### src/rtl/cpu_pkg.sv
// Shared definitions for the fetch stage and the instruction decoder:
// word widths, reset PC, sequential step and the fetch FSM state type.
package cpu_pkg;

    // Instruction/data word width; the decoder's WIDTH must match this.
    localparam int WIDTH = 32;

    // PC and memory address width.
    localparam int ADDR_W = 32;

    // Default PC loaded on reset.
    localparam logic [31:0] RESET_PC_DEF = 32'h0000_0000;

    // Default byte increment between sequential fetches.
    localparam int PC_STEP_DEF = 4;

    // Fetch FSM states.
    //   IDLE  : waiting for fetch_en, no memory traffic
    //   FETCH : request outstanding for the current (right-path) address
    //   HOLD  : output slot full, waiting for the decoder or a redirect
    //   FLUSH : wrong-path request still outstanding, its data is dropped
    typedef enum logic [1:0] {
        IDLE  = 2'd0,
        FETCH = 2'd1,
        HOLD  = 2'd2,
        FLUSH = 2'd3
    } fetch_state_t;

    // True in the states that keep a memory request on the bus.
    function automatic logic state_has_req(input fetch_state_t s);
        return (s == FETCH) || (s == FLUSH);
    endfunction

    // True in the only state where the output slot holds an instruction.
    function automatic logic state_has_slot(input fetch_state_t s);
        return (s == HOLD);
    endfunction

endpackage

### src/rtl/instr_fetch.sv
// Fetch stage: owns the PC, runs a single-outstanding req/ack handshake to
// instruction memory, parks each fetched word in a one-entry output slot
// and hands it to the decoder, and follows branch/jump redirects while
// discarding any fetch that turns out to be on the wrong path.
//
// Handshakes:
//   imem side : imem_req rises and stays high (with imem_addr frozen) until
//               the cycle imem_ack is sampled high; imem_rdata is valid only
//               in that cycle. The ack may land in the first request cycle.
//   decoder   : a transfer happens on a clock edge where if_valid and
//               if_ready are both high and no redirect is present; while
//               if_valid is high and if_ready low, if_instr/if_pc hold.
// All outputs come straight from flops, so if_ready has no combinational
// path to imem_req.
module instr_fetch #(
    parameter int                        WIDTH    = cpu_pkg::WIDTH,
    parameter int                        ADDR_W   = cpu_pkg::ADDR_W,
    parameter logic [ADDR_W-1:0]         RESET_PC = ADDR_W'(cpu_pkg::RESET_PC_DEF),
    parameter int                        PC_STEP  = cpu_pkg::PC_STEP_DEF
) (
    input  logic                  clk,
    input  logic                  rst_n,

    input  logic                  fetch_en,

    output logic                  imem_req,
    output logic [ADDR_W-1:0]     imem_addr,
    input  logic                  imem_ack,
    input  logic [WIDTH-1:0]      imem_rdata,

    input  logic                  redir_valid,
    input  logic [ADDR_W-1:0]     redir_pc,

    output logic                  if_valid,
    input  logic                  if_ready,
    output logic [WIDTH-1:0]      if_instr,
    output logic [ADDR_W-1:0]     if_pc,

    output cpu_pkg::fetch_state_t dbg_state
);

    import cpu_pkg::*;

    // Sequential increment as an address-wide constant; the add wraps
    // modulo 2^ADDR_W so the top word rolls over to address 0.
    localparam logic [ADDR_W-1:0] STEP = ADDR_W'(PC_STEP);

    fetch_state_t      state_q,    state_d;
    logic [ADDR_W-1:0] pc_q,       pc_d;
    logic [ADDR_W-1:0] req_addr_q, req_addr_d;
    logic              req_q,      req_d;
    logic              valid_q,    valid_d;
    logic [WIDTH-1:0]  instr_q,    instr_d;
    logic [ADDR_W-1:0] slot_pc_q,  slot_pc_d;

    // Next-state, PC, request address and slot contents.
    always_comb begin
        state_d    = state_q;
        pc_d       = pc_q;
        req_addr_d = req_addr_q;
        instr_d    = instr_q;
        slot_pc_d  = slot_pc_q;

        case (state_q)
            IDLE: begin
                // A redirect while idle just retargets where fetching
                // will start; a simultaneous fetch_en uses that target.
                if (redir_valid) begin
                    pc_d = redir_pc;
                end
                if (fetch_en) begin
                    state_d    = FETCH;
                    req_addr_d = pc_d;
                end
            end

            FETCH: begin
                if (redir_valid) begin
                    pc_d = redir_pc;
                    if (imem_ack) begin
                        // Wrong-path word is back already: drop it and
                        // issue the target at once.
                        req_addr_d = redir_pc;
                    end else begin
                        // Request still in flight: its address must stay
                        // put, so let it drain in FLUSH.
                        state_d = FLUSH;
                    end
                end else if (imem_ack) begin
                    instr_d   = imem_rdata;
                    slot_pc_d = req_addr_q;
                    pc_d      = req_addr_q + STEP;
                    state_d   = HOLD;
                end
            end

            HOLD: begin
                if (redir_valid) begin
                    // Squash the slot even if the decoder is ready now.
                    pc_d       = redir_pc;
                    req_addr_d = redir_pc;
                    state_d    = FETCH;
                end else if (if_ready) begin
                    req_addr_d = pc_q;
                    state_d    = FETCH;
                end
            end

            FLUSH: begin
                // Latest redirect wins; the outstanding request keeps its
                // old address and its data is never written to the slot.
                if (redir_valid) begin
                    pc_d = redir_pc;
                end
                if (imem_ack) begin
                    req_addr_d = pc_d;
                    state_d    = FETCH;
                end
            end

            default: begin
                state_d = IDLE;
            end
        endcase

        // Registered outputs are decoded from the state being entered.
        req_d   = state_has_req(state_d);
        valid_d = state_has_slot(state_d);
    end

    // State and datapath registers with synchronous active-low reset.
    always_ff @(posedge clk) begin
        if (!rst_n) begin
            state_q    <= IDLE;
            pc_q       <= RESET_PC;
            req_addr_q <= RESET_PC;
            req_q      <= 1'b0;
            valid_q    <= 1'b0;
            instr_q    <= '0;
            slot_pc_q  <= '0;
        end else begin
            state_q    <= state_d;
            pc_q       <= pc_d;
            req_addr_q <= req_addr_d;
            req_q      <= req_d;
            valid_q    <= valid_d;
            instr_q    <= instr_d;
            slot_pc_q  <= slot_pc_d;
        end
    end

    assign imem_req  = req_q;
    assign imem_addr = req_addr_q;
    assign if_valid  = valid_q;
    assign if_instr  = instr_q;
    assign if_pc     = slot_pc_q;
    assign dbg_state = state_q;

endmodule

### config.mk
export PLATFORM = sky130hd
export DESIGN_NAME = instr_fetch
export DESIGN_NICKNAME = d
export VERILOG_FILES = /design/src/rtl/cpu_pkg.sv /design/src/rtl/instr_fetch.sv
export SDC_FILE = /design/constraint.sdc
export NUM_CORES = 1
export LEC_CHECK = 0
export ABC_AREA = 1
export CAP_MARGIN = 20
export CORE_MARGIN = 1
export CORE_UTILIZATION = 34
export DETAILED_ROUTE_END_ITERATION = 10
export PLACE_DENSITY_LB_ADDON = 0.1
export RECOVER_POWER = 50
export SLEW_MARGIN = 15
export SYNTH_ARGS = -nofsm -noshare
export SYNTH_HDL_FRONTEND = slang
export SYNTH_SLANG_ARGS = --single-unit
### constraint.sdc
create_clock -name clk -period 2.2 [get_ports clk]
set_input_delay 0.44 -clock clk [delete_from_list [all_inputs] [get_ports clk]]
set_output_delay 0.44 -clock clk [all_outputs]
set_load 0.005 [all_outputs]
==> results.cfg <==
[drt]
drtAntennaViolNets = 0
wl_met2_um = 8760
routed.top_layer = met4
firstDrtPassIters = 4
drc = 0
post_drt_wl_per_cell_um = 15.0
vias = 6293
finalWirelength_um = 19500
dr_wl_met3_um = 1220
wl_met1_um = 9200
drt_iter0_drc = 298
viasPerCell = 4.86

[timing]
setup_violations = 0
rsz0062_at_grt = false
finalCriticalPeriod_ns = 2.00
fin_ws_ns = 0.198
maxSlewViolCount = 0
setup_tns_ns = 0
hold_viol = 0
max_freq_mhz = 499
clock-skew-final_ns = 0.00726
relSlewSlack_pct = 60.7
finalCritPeriodShare_pct = 91.0
worst_slew_pin_slew_ns = 0.589

[logic_synthesis]
synth_most_common_cell = nand2_1
synth_enable_flop_cells = 0
async_reset_ff_share_pct = 0
synth_area_per_cell_um2 = 6.89
yosysTopAreaCellShare_pct = 43.0
ys_top_cells_by_count = 186 x nand2_1, 165 x nor2_1, 132 x dfxtp_1
synthTopCellsByArea = dfxtp_1 43%, nand2_1 11%, nor2_1 10%
ys_ff_latch = 132
synth_cells = 892
synth_cell_type_count = 35
synth_top_area_cell = dfxtp_1
seq_area_frac_synth_pct = 43.0
syn_nets = 963
synth_ff_type = dfxtp_1
yosys_warnings = 0
synth_area_um2 = 6150

[power_and_ir_drop]
p_leak_uw = 0.00357
power_density_nw_per_um2 = 766
vdd_ir_drop_max_v = 0.000572
p_total_uw = 6650

[global_routing]
grt_antenna_before_repair = 0
gr-usage-all-layers_pct = 21.6
grt_pass1_vias = 5825
grt_pass1_wl_um = 30900
grt_overflow = 0
grt_max_degree = 46

[cts]
cts_root_buffer = clkbuf_16
cts_resized = 0
path_clk_slew_ns = 0.06
worstSkewPairLatency_ns = 0.42
clock-sinks = 132
ctsHoldBuffers = 0
numCtsBuffers = 17
cts_setup_buffers = 0
cts_tree = done
cts_max_level = 4
cts_buffer_depth = 2

[floorplan]
die-area_um2 = 18600
die_y_um = 136
die_w_um = 136
core_um2 = 17500
start_util_pct = 35.2
row_count = 48
ios = 170

[min_path]
hold_class = flip-flop to flip-flop

[worst_setup_path]
cpPeakStageDelay_ns = 0.54
critPathTopFamily = buffers and inverters
path_class = input pin to flip-flop
timing.critical_path.arrival_ns = 2.35
worstPathMaxFanout = 38
cpMaxStageDelayCell = clkdlybuf4s50_1
cp.buffers_inverters = 3
worstPathRequired_ns = 2.54
cp_cell_sequence = clkdlybuf4s50_1, clkbuf_1, nor2_1, nand2_1, buf_12, o21ai_0, nor3_1
crit_path_end_kind = flip-flop
start_kind = input pin

[place]
io_buffers = 169
dpl_cell_area_um2 = 8150
gp_congestion = 0.810
place_worst_setup_slack_ns = 0.114
placed_cells = 1262
dp_hpwl_um = 13700

[cells_and_area]
design_area_um2 = 8680
nets = 1127
stdcell_count = 1294
area_growth_pct = 41.3
drive_gt1_share_pct = 7.67
diodes = 0
n_fill_cell = 1773

[status]
status = complete, no violations

[run]
drv_cap = 0
final timing paths:
path / cells past startpoint / slack [ns] / to / start
setup / recovery: 7 / 0.20 / pc_q[1] / redir_valid
hold / removal: 2 / 0.47 / if_instr[14] / if_instr[14]
setup reg to reg: 7 / 0.32 / if_pc[2] / dbg_state[0]
hold reg to reg: 2 / 0.47 / if_instr[14] / if_instr[14]
cells in the final DEF (no fill, tap or decap), types with 3 or more instances in the layout:
cell type        Yosys  final
o21ai_1             21     21
nand3_1             33     33
inv_2                3      4
nor2_2               3      3
buf_4                2     16
nand2_1            186    187
nor2_4               2      3
o21ai_0            113    113
xor2_1               8      8
dfxtp_1            132    132
dlygate4sd3_1        0     38
nor2_1             165    165
nand4_1              5      5
clkbuf_16            0     17
a21oi_2              9      9
inv_6                0      4
a31oi_1              8      8
buf_12               0      7
nor3_1               8      8
inv_1               46     45
clkinvlp_4           0      5
and3_1              16     16
clkdlybuf4s50_1      0    130
a21oi_1             65     65
clkinv_2             0      4
kinds of logic after synthesis:
group / count (synthesis) / synth area share, %
simple gates: 426 / 28.9
xor+xnor: 9 / 1.28
flops: 132 / 43.0
compound gates: 225 / 19.5
buf+inv: 99 / 7.14
fa+ha+maj: 1 / 0.204
layer usage:
layer	vias to the layer above	global-route usage [%]
met2	167	34.3
met3	18	6.08
met5	-	0
met1	2845	28.3
li1	3263	-
met4	0	6.48
worst reg2reg max path: stages, from the launching register on:
cell      delay, ns
dfxtp_1        0.40
inv_2          0.08
nor2_4         0.38
nand2_1        0.23
inv_2          0.14
buf_6          0.32
nor2_1         0.09
a211oi_1       0.16
final cells by class:
| class | instances | area [µm²] | area share (%) |
|---|---|---|---|
| Multi-Input combinational cell | 661 | 3050 | 35.2 |
| Inverter | 50 | 188 | 2.16 |
| Tap cell | 225 | 282 | 3.24 |
| Clock inverter | 15 | 131 | 1.51 |
| Timing Repair Buffer | 194 | 1960 | 22.6 |
| Sequential cell | 132 | 2640 | 30.4 |
| Clock buffer | 17 | 425 | 4.90 |
power by group:
part           leakage (µW)  internal (µW)  total, µW  switching (µW)
Sequential          0.00108           2580       2760             182
Combinational       0.00222            592       1190             594
Clock              0.000262           1560       2700            1140
registers in the layout (all words and copies together), names as in the netlist:
register,count
if_pc,32
pc_q,32
dbg_state,2
if_instr,32
if_valid,1
imem_addr,32
imem_req,1
stage by stage:
step / util [%] / hold slack, ns
5_1_grt: 49.7 / 0.495
6_report: 49.7 / 0.473
4_1_cts: 49.8 / 0.481
3_5_place_dp: 46.6 / 0.471
3_3_place_gp: 46.6 / 0.461
2_1_floorplan: - / 0.454
Note: power is estimated with default switching activity, not from simulation.
